## src/rtl/rtc_bus_scheduler.sv

```systemverilog
`default_nettype none
// ============================================================================
// Module   : rtc_bus_scheduler
// Purpose  : Arbiter/sequencer for the multiplexed RTC bus. It interleaves the
//            periodic read sweep with write grants and inserts an idle gap
//            between transactions. Optional macro RTC_INIT_EN adds a one-shot
//            INIT write to register 8'h02 after reset.
// Revision : 1.0 - initial release
// ============================================================================
module rtc_bus_scheduler #(
  parameter int READ_LEN  = 170,
  parameter int WRITE_LEN = 170,
  parameter int GAP_LEN   = 8,
  parameter int NUM_REGS  = 9
) (
  input  logic       clk,
  input  logic       reset,
  input  logic       en,
  input  logic       wr_req,
  input  logic [7:0] wr_addr,
  output logic       wr_ack,
  output logic [7:0] count,
  output logic [3:0] cuenta_dir,
  output logic       en_lectura,
  output logic       en_escritura,
  output logic [7:0] dir_escritura,
  output logic       busy,
  output logic       sweep_done
);

  localparam logic [7:0] C_READ_LAST  = 8'(READ_LEN - 1);
  localparam logic [7:0] C_WRITE_LAST = 8'(WRITE_LEN - 1);
  localparam logic [7:0] C_GAP_LAST   = 8'(GAP_LEN - 1);
  localparam logic [3:0] C_REG_LAST   = 4'(NUM_REGS - 1);
  localparam logic [7:0] C_INIT_ADDR  = 8'h02;

  typedef enum logic [2:0] {
    S_IDLE  = 3'd0,
    S_READ  = 3'd1,
    S_WRITE = 3'd2,
    S_GAP   = 3'd3,
    S_INIT  = 3'd4
  } state_t;

  state_t r_state;
  state_t w_next;
  logic   r_last_was_write;
  logic   w_init_pending;
  logic   w_decide;
  logic   w_pick_write;

`ifdef RTC_INIT_EN
  logic r_init_done;

  // The very first decision after reset is always taken from IDLE, so one
  // cycle out of reset is enough to retire the INIT request.
  always_ff @(posedge clk or negedge reset) begin
    if (!reset) r_init_done <= 1'b0;
    else        r_init_done <= 1'b1;
  end

  assign w_init_pending = !r_init_done;
`else
  assign w_init_pending = 1'b0;
`endif

  // A write wins unless the previous grant was also a write and reads are enabled.
  always_comb begin
    w_decide     = (r_state == S_IDLE) || ((r_state == S_GAP) && (count == C_GAP_LAST));
    w_pick_write = wr_req && (!r_last_was_write || !en);
    w_next       = S_IDLE;
    if (w_init_pending)    w_next = S_INIT;
    else if (w_pick_write) w_next = S_WRITE;
    else if (en)           w_next = S_READ;
  end

  always_ff @(posedge clk or negedge reset) begin
    if (!reset) begin
      r_state          <= S_IDLE;
      r_last_was_write <= 1'b0;
      count            <= 8'd0;
      cuenta_dir       <= 4'd0;
      dir_escritura    <= 8'd0;
      wr_ack           <= 1'b0;
      en_lectura       <= 1'b0;
      en_escritura     <= 1'b0;
      busy             <= 1'b0;
      sweep_done       <= 1'b0;
    end else begin
      wr_ack     <= 1'b0;
      sweep_done <= 1'b0;
      if (w_decide) begin
        r_state      <= w_next;
        count        <= 8'd0;
        busy         <= (w_next != S_IDLE);
        en_lectura   <= (w_next == S_READ);
        en_escritura <= (w_next == S_WRITE) || (w_next == S_INIT);
        if (w_next == S_WRITE) begin
          wr_ack           <= 1'b1;
          dir_escritura    <= wr_addr;
          r_last_was_write <= 1'b1;
        end
        if (w_next == S_INIT) begin
          dir_escritura <= C_INIT_ADDR;
        end
      end else begin
        case (r_state)
          S_READ: begin
            if (count == C_READ_LAST) begin
              r_state          <= S_GAP;
              count            <= 8'd0;
              en_lectura       <= 1'b0;
              r_last_was_write <= 1'b0;
              // Any out-of-range index also folds back to 0 here.
              if (cuenta_dir >= C_REG_LAST) begin
                cuenta_dir <= 4'd0;
                sweep_done <= 1'b1;
              end else begin
                cuenta_dir <= cuenta_dir + 4'd1;
              end
            end else begin
              count <= count + 8'd1;
            end
          end
          S_WRITE, S_INIT: begin
            if (count == C_WRITE_LAST) begin
              r_state      <= S_GAP;
              count        <= 8'd0;
              en_escritura <= 1'b0;
            end else begin
              count <= count + 8'd1;
            end
          end
          S_GAP: begin
            count <= count + 8'd1;
          end
          default: begin
            r_state      <= S_IDLE;
            count        <= 8'd0;
            en_lectura   <= 1'b0;
            en_escritura <= 1'b0;
            busy         <= 1'b0;
          end
        endcase
      end
    end
  end

endmodule
`default_nettype wire

```

## config.mk

```make
export PLATFORM = sky130hd
export DESIGN_NAME = rtc_bus_scheduler
export DESIGN_NICKNAME = d
export VERILOG_FILES = /design/src/rtl/rtc_bus_scheduler.sv
export SDC_FILE = /design/constraint.sdc
export NUM_CORES = 1
export LEC_CHECK = 0
export ABC_CLOCK_PERIOD_IN_PS = 4000
export BUFFER_PORTS_ARGS = -buffer_cell sky130_fd_sc_hd__buf_2
export CAP_MARGIN = 20
export CORE_MARGIN = 2
export CORE_UTILIZATION = 55
export DETAILED_ROUTE_END_ITERATION = 7
export PLACE_DENSITY = 0.9
export SLEW_MARGIN = 25
export SYNTH_ARGS = -nofsm -noshare
export SYNTH_HDL_FRONTEND = slang
export SYNTH_SLANG_ARGS = --single-unit
export TNS_END_PERCENT = 5
```

## constraint.sdc

```tcl
create_clock -name clk -period 4 [get_ports clk]
set_input_delay 0.8 -clock clk [delete_from_list [all_inputs] [get_ports clk]]
set_output_delay 0.8 -clock clk [all_outputs]
set_load 0.01 [all_outputs]
```

==> impl_metrics.toml, run 1 <==
[status]
status = "finished, final reports clean"

[route]
wl_per_cell_um = 14.7
ant_nets = 0
routed_wl_um = 2680
drt-pass1-iter-count = 4
viasPerCell = 5.51
dr.first_iter.drc_count = 21
drc = 0
vias = 1003

[sta]
relSlewSlack_pct = 59.5
worst_pin_slew_ps = 607
rsz0062_at_grt = "no"
final.setup_skew_ps = 1.09
setup_viol = 0
whs_ps = 456
clock.fmax_mhz = 477
setup_tns_ps = 0
finalHoldViolCount = 0
post-route-period-util_pct = 52.4
post-route-min-period_ps = 2100
slew_violations = 0

[cts]
numCtsBuffers = 3
cts_tree = "built"
cts.clk_slew.worst_paths_ps = 140
clkSinkCount = 28
hold_buffers = 0
clk_latency_ps = 330
clockRootBuffer = "clkbuf_4"
cts_resized = 0
cts.htree.levels = 1
cts_buffer_depth = 2
cts_setup_buffers = 0

[placement]
io_buffers = 36
dpl.hpwl_um = 1960
place_congestion = 0.816

[yosys]
synth.cell_area_mm2 = 0.00135
synth_top_family_by_area = "simple AND/OR/NAND/NOR gates"
synth_area_leaders = "dfrtp_1 (52%), ha_1 (8.3%), mux2_2 (8.3%)"
synth_compound_area_share_pct = 7.61
seq_area_frac_synth_pct = 51.9
avgSynthCellArea_um2 = 11.6
muxShareOfSynthArea_pct = 9.09
netlist_instances = 116
ys.warnings.count = 0
yosysTopAreaCellShare_pct = 51.9
synth-seq-cells = 28
synthAdderAreaFrac_pct = 8.35
synth.largest_area_cell = "dfrtp_1"
syn_nets = 137
synth.distinct_cells = 28
synth_xor_area_share_pct = 3.90
synth_simple_gate_area_share_pct = 16.0

[critical_path]
cp-end-kind = "flop"
critPathRequiredTime_ps = 4230
critPathMaxFanout = 11
worst_path_max_delay_cell = "dfrtp_1"
timing_worst_setup_path_type = "reg -> reg"
cp-startpoint = "r_state[0]$_DFFE_PN0P_"
crit_arrival_ps = 2330
start_kind = "flop"
max_stage_delay_ps = 430
crit_chain = "ha_1 > nor4b_2 > a41o_4 > nand3_2 > mux2_2"
r2r-start = "r_state[0]$_DFFE_PN0P_"

[global_route]
groute.usage.overall_pct = 21.4
antenna_found_initial = 0
grt_max_degree = 29
grt_pass1_vias = 939
grt_pass1_wl_um = 4220
overflow = 0

[floorplanning]
die_area_mm2 = 0.00286
die_x_um = 53.5
initial_core_util_pct = 59.3
num_rows = 17
io_pins = 37
die_h_um = 53.5
core_area_mm2 = 0.00228

[cells_and_area]
drive_above_1_share_pct = 36.4
diodes = 0
final_util_pct = 69.6
syn_to_final_growth_pct = 17.4
final_nets = 176

[job]
maxCapViolations = 0

[power_and_ir_drop]
power_density_mw_per_mm2 = 537
leakagePower_uw = 0.000801
vdd_ir_drop_max_mv = 0.342

[worst_hold_path]
min_path_type = "in -> async"
[stage by stage]
| step | power, uW | cells | cell area, um2 | worst slack (ps) |
|---|---|---|---|---|
| finish | 850 | 182 | 1580 | 1900 |
| global route | 903 | 182 | 1580 | 1810 |
| floorplan | 607 | 116 | 1350 | 2080 |
| global placement | 697 | 178 | 1550 | 2010 |
| CTS | 854 | 182 | 1580 | 1910 |
| detailed placement | 718 | 178 | 1550 | 1940 |
[per-layer routing]
| layer | vias to the layer above | wire length, um | track usage, % |
|---|---|---|---|
| met1 | 484 | 1050 | 25.5 |
| li1 | 478 | - | - |
| met3 | 7 | 185 | 4.80 |
| met2 | 34 | 1380 | 35.2 |
| met4 | 0 | 63 | 12.4 |
| met5 | - | 0 | 0 |
[synth_stat cells]
master and instances:
buf_6 1, nand2b_1 2, nand2_1 4, nand3_1 7, or4_4 1, xor2_1 4, o21ai_0 7, xnor2_1 2
and3_1 2, a41oi_1 1, nand3_2 1, dfrtp_1 28, a21oi_1 1, o31a_1 1, and4b_1 2, a41o_4 1
and2_1 1, nor4b_2 1, nor2_1 16, buf_2 1, mux2_2 10, nor3_2 1, nand3b_1 1, ha_1 9
mux2i_1 1, a31o_2 1, a211oi_1 2, inv_1 7
[where the power goes]
group | internal, uW | switching [uW] | total, uW
Clock | 55.8 | 79.6 | 135
Sequential | 351 | 40.8 | 392
Combinational | 146 | 176 | 322
Total | 553 | 297 | 850
[state kept, by name, indices dropped and copies added (netlist names)]
| register | count |
|---|---|
| wr_ack | 1 |
| cuenta_dir | 4 |
| count | 8 |
| dir_escritura | 8 |
| busy | 1 |
| en_escritura | 1 |
| en_lectura | 1 |
| sweep_done | 1 |
| r_last_was_write | 1 |
| r_state | 2 |
[cell type report]
class	instances	area, um2
Clock buffer	4	36.3
Fill cell	160	692
Inverter	7	26.3
Multi-Input combinational cell	79	606
Sequential cell	28	701
Tap cell	28	35.0
Timing Repair Buffer	36	180
[placed cells by master, fill, tap and decap left out, drive strengths merged]
cell type and count:
a41o 1, a21oi 1, dfrtp 28, xnor2 2, xor2 4, and2 1
ha 9, a41oi 1, o31a 1, mux2 10, a211oi 2, nor2 16
or4 1, nand2 4, clkbuf 4, nand2b 2, and4b 2, inv 7
nor3 1, o21ai 7, mux2i 1, a31o 1, buf 36, and3 2
nor4b 1, nand3 8, nand3b 1
[cells by family after synthesis]
family                     after synthesis
DFF                                     28
muxes                                   11
AOI/OAI and AO/OA                       14
buffers and inverters                    9
adders and majority gates                9
and+or+nand+nor                         39
xor gates and xnor gates                 6
[worst paths after layout]
check,end,slack [ps],cells past startpoint
worst max-delay path,dir_escritura[1]$_DFFE_PN0P_,1900,5
worst min-delay path,count[5]$_DFF_PN0_,460,1
worst max register to register,dir_escritura[1]$_DFFE_PN0P_,1900,5
worst min register to register,count[0]$_DFF_PN0_,520,1
max in group asynchronous,dir_escritura[6]$_DFFE_PN0P_,3160,1
min in group clk,count[0]$_DFF_PN0_,520,1
[critical path, delay by kind of cell (launching register included)]
| family | cells | cell delay (ps) |
|---|---|---|
| AO/OA/AOI/OAI | 1 | 320 |
| flip-flops | 1 | 430 |
| multiplexers | 1 | 360 |
| AND/OR/NAND/NOR | 2 | 610 |
| adder cells (fa/ha/maj) | 1 | 270 |
Note: power is estimated with default switching activity, not from simulation.
==> run 2, diff against run 1 <==
- ABC_CLOCK_PERIOD_IN_PS: 4000 -> 2000
- CORE_UTILIZATION: 55 -> 51
- PLACE_DENSITY: 0.9 -> 0.85
- clock period: 4 -> 2 ns (I/O delays scaled with it)
==> impl_metrics.toml, run 2 (synthesized netlist as in run 1, its figures left out) <==
[route]
dr.first_iter.drc_count = 31
drt-pass1-iter-count = 4
drc = 0
ant_nets = 0
viasPerCell = 5.45
wl_per_cell_um = 14.5
routed_wl_um = 2720
vias = 1024

[cells_and_area]
final_cells = 188
diodes = 0
layout_common_cells = "buf_2 (36), dfrtp_1 (28), nor2_1 (16)"
syn_to_final_growth_pct = 20.4
drive_above_1_share_pct = 38.0
final_nets = 180
top_regs = "count: 8 flops, dir_escritura: 8 flops, cuenta_dir: 4 flops"
final_util_pct = 65.0
final_common_cell = "buf_2"

[critical_path]
worst_path_max_delay_cell = "or4_4"
reg2reg_setup_slack_ps = 90
max_stage_delay_ps = 550
worst_path_dominant_cell_family = "simple AND/OR/NAND/NOR gates"
endpoint = "count[3]$_DFF_PN0_"
crit_cells = 5
critPathRequiredTime_ps = 2270
r2r-start = "r_state[0]$_DFFE_PN0P_"
critPathBufInv = 0
critPathMaxFanout = 8
cp-end-kind = "flop"
timing_worst_setup_path_type = "reg -> reg"
reg2regPathDepth = 5
crit_chain = "ha_1 > nor4b_2 > a41o_4 > or4_4 > nor2_1"
crit_arrival_ps = 2170
cp-startpoint = "r_state[0]$_DFFE_PN0P_"
start_kind = "flop"
rr_endpoint = "count[3]$_DFF_PN0_"

[sta]
worst_pin_slew_ps = 617
rsz0062_at_grt = "yes"
finalHoldViolCount = 0
whs_ps = 60.1
setup_tns_ps = 0
setup_viol = 0
post-route-min-period_ps = 1910
clock.fmax_mhz = 524
post-route-period-util_pct = 95.4
relSlewSlack_pct = 58.9
final.setup_skew_ps = 6.03
slew_violations = 0

[global_route]
grt_pass1_vias = 1059
overflow = 0
antenna_found_initial = 0
grt_max_degree = 29
groute.usage.overall_pct = 19.3
grt_pass1_wl_um = 4800

[job]
maxCapViolations = 0

[power_and_ir_drop]
power_density_mw_per_mm2 = 1060
vdd_ir_drop_max_mv = 0.691
leakagePower_uw = 0.000822

[floorplanning]
initial_core_util_pct = 54.0
io_pins = 37
core_area_mm2 = 0.00250
die_h_um = 55.4
num_rows = 18
die_x_um = 55.4
die_area_mm2 = 0.00307

[placement]
dpl.hpwl_um = 2070
io_buffers = 36
place_congestion = 0.814
place_inst = 183

[cts]
clkSinkCount = 28
cts_buffer_depth = 2
clk_latency_ps = 320
cts.clk_slew.worst_paths_ps = 140
numCtsBuffers = 3
cts_tree = "built"
clockRootBuffer = "clkbuf_4"
cts.htree.levels = 1

[status]
status = "finished, final reports clean"

[worst_hold_path]
min_path_type = "in -> async"
run 2: cell types whose count changed in the layout (fill, tap and decap cells not counted), sizes merged:
cell | previous run | this run
buf | 36 | 40
run 2: per-layer routing:
layer,GRT usage [%],share of wire [%],up-vias
met5,0,0,-
met4,5.57,0.99,0
met3,3.98,4.0,4
met2,33.5,53,26
met1,24.2,42,513
li1,-,-,481
run 2: through the flow:
step | cell area [um2] | total power (uW) | worst slack, ps
after global routing | 1620 | 1840 | -16.8
after CTS | 1610 | 1720 | 61.7
after global placement | 1570 | 1400 | 157
after detailed placement | 1570 | 1440 | 95.6
final | 1620 | 1720 | 91.7
after floorplan | 1350 | 1210 | 76.1
run 2: final cells by class:
class | instances | area, um2
Sequential cell | 28 | 701
Tap cell | 30 | 37.5
Timing Repair Buffer | 40 | 210
Multi-Input combinational cell | 79 | 613
Inverter | 7 | 26.3
Fill cell | 204 | 876
Clock buffer | 4 | 36.3
run 2: repair_timing:
item	4_1_cts	5_1_grt
resized for setup	0	1
setup buffers	0	1
setup endpoints to repair	0	16
hold buffers	0	0
run 2: power by group:
group | total [uW] | internal [uW] | switching [uW]
Sequential | 784 | 703 | 81.5
Clock | 271 | 111 | 159
Combinational | 667 | 310 | 357
run 2: worst min path at each step:
stage               startpoint            endpoint  slack, ps  cells after the start
global placement         reset  count[6]$_DFF_PN0_        430                      1
finish                   reset  count[4]$_DFF_PN0_         60                      1
detailed placement       reset  count[4]$_DFF_PN0_        450                      1
floorplan                reset    busy$_DFFE_PN0P_        100                      0
global route             reset  count[2]$_DFF_PN0_        110                      1
CTS                      reset  count[6]$_DFF_PN0_         80                      1
==> run 3, diff against run 2 <==
- ABC_CLOCK_PERIOD_IN_PS: 2000 -> unset
- SETUP_SLACK_MARGIN: unset -> 0.3
==> impl_metrics.toml, run 3 (synthesized netlist as in run 1, its figures left out) <==
[status]
status = "finished, final reports clean"

[sta]
setup_tns_ps = 0
clock.fmax_mhz = 533
finalHoldViolCount = 0
post-route-period-util_pct = 93.8
final.setup_skew_ps = 11.2
slew_violations = 0
relSlewSlack_pct = 57.9
post-route-min-period_ps = 1880
setup_viol = 0
worst_pin_slew_ps = 632
rsz0062_at_grt = "yes"
fin_ws_ps = 124

[floorplanning]
io_pins = 37
die_x_um = 55.4
die_area_mm2 = 0.00307
initial_core_util_pct = 54.0
core_area_mm2 = 0.00250
num_rows = 18
die_h_um = 55.4

[critical_path]
start_kind = "flop"
critPathMaxFanout = 8
rr_endpoint = "count[5]$_DFF_PN0_"
reg2reg_setup_slack_ps = 120
timing_worst_setup_path_type = "reg -> reg"
cp-startpoint = "r_state[0]$_DFFE_PN0P_"
cp-end-kind = "flop"
crit_arrival_ps = 2160
r2r-start = "r_state[0]$_DFFE_PN0P_"
critPathRequiredTime_ps = 2280
reg2regPathDepth = 5

[route]
viasPerCell = 5.40
routed_wl_um = 3050
wl_per_cell_um = 16.0
drc = 0
ant_nets = 0
drt-pass1-iter-count = 4
dr.first_iter.drc_count = 25
vias = 1031

[cells_and_area]
syn_to_final_growth_pct = 27.8
final_common_cell = "buf_2"
final_nets = 183
drive_above_1_share_pct = 47.8
n_fill_cell = 191
final_cells = 191
top_regs = "count: 8 flops, dir_escritura: 8 flops, cuenta_dir: 4 flops"
final_area_mm2 = 0.00172
layout_common_cells = "buf_2 (36), dfrtp_1 (25), nor2_1 (10), mux2_2 (10)"
diodes = 0

[cts]
clkSinkCount = 28
cts.clk_slew.worst_paths_ps = 160
cts_buffer_depth = 2
cts.htree.levels = 1
clk_latency_ps = 340
clockRootBuffer = "clkbuf_4"
cts_tree = "built"
numCtsBuffers = 3

[placement]
dpl.hpwl_um = 2090
place_congestion = 0.854
place_ws_ps = 89.7
place_area_mm2 = 0.00158
place_inst = 181
io_buffers = 36

[worst_hold_path]
min_path_type = "in -> async"

[power_and_ir_drop]
power_density_mw_per_mm2 = 1140
total_power_uw = 1970
vdd_ir_drop_max_mv = 1.08
leakagePower_uw = 0.000840

[global_route]
grt_pass1_vias = 1153
grt_pass1_wl_um = 5060
grt_max_degree = 29
groute.usage.overall_pct = 20.7
overflow = 0
antenna_found_initial = 0

[job]
maxCapViolations = 0
run 3: cell types whose count changed in the layout (fill, tap and decap cells not counted), sizes merged:
cell and delta:
bufinv +1, buf +3, clkbuf -1
run 3: layout make-up:
cell class                      instances  area (um2)  share of cell area [%]
Multi-Input combinational cell         79         671                    38.9
Inverter                                7        26.3                    1.52
Timing Repair Buffer                   43         233                    13.5
Sequential cell                        28         704                    40.9
Tap cell                               30        37.5                    2.18
Clock inverter                          1        30.0                    1.74
Clock buffer                            3        22.5                    1.31
run 3: how the worst max path moves through the flow:
stage | to | depth (start not counted)
after floorplan | count[3]$_DFF_PN0_ | 6
after global placement | dir_escritura[7]$_DFFE_PN0P_ | 5
after detailed placement | dir_escritura[1]$_DFFE_PN0P_ | 5
after CTS | count[5]$_DFF_PN0_ | 5
after global routing | count[5]$_DFF_PN0_ | 5
final | count[5]$_DFF_PN0_ | 5
run 3: critical path: stages (launching register included):
cell	delay, ps
dfrtp_2	470
ha_4	170
nor4b_4	130
a41o_4	280
or4_4	620
nor2_1	130
run 3: repair_timing:
action	CTS	global route
pin swaps	8	5
endpoints found under the setup margin	22	24
buffers inserted	5	1
hold buffers	0	0
resized for setup	6	10
run 3: metrics by stage:
| step | hold WS, ps | util, % |
|---|---|---|
| global placement | 433 | 63.1 |
| CTS | 72.1 | 67.8 |
| global route | 82.8 | 69.0 |
| detailed placement | 451 | 63.1 |
| finish | 46.4 | 69.0 |
| floorplan | 104 | - |
run 3: where the power goes:
part / internal (uW) / switching, uW / leakage, uW
registers: 706 / 95.4 / 0.000357
clock network: 203 / 179 / 0.0000279
logic: 366 / 416 / 0.000455
run 3: layer usage:
metal | vias to the layer above | track usage (%) | part of all wire [%]
met3 | 2 | 2.58 | 3.1
met5 | - | 0 | 0
met4 | 0 | 9.06 | 0.82
met1 | 515 | 24.1 | 42
li1 | 487 | - | -
met2 | 27 | 37.6 | 54
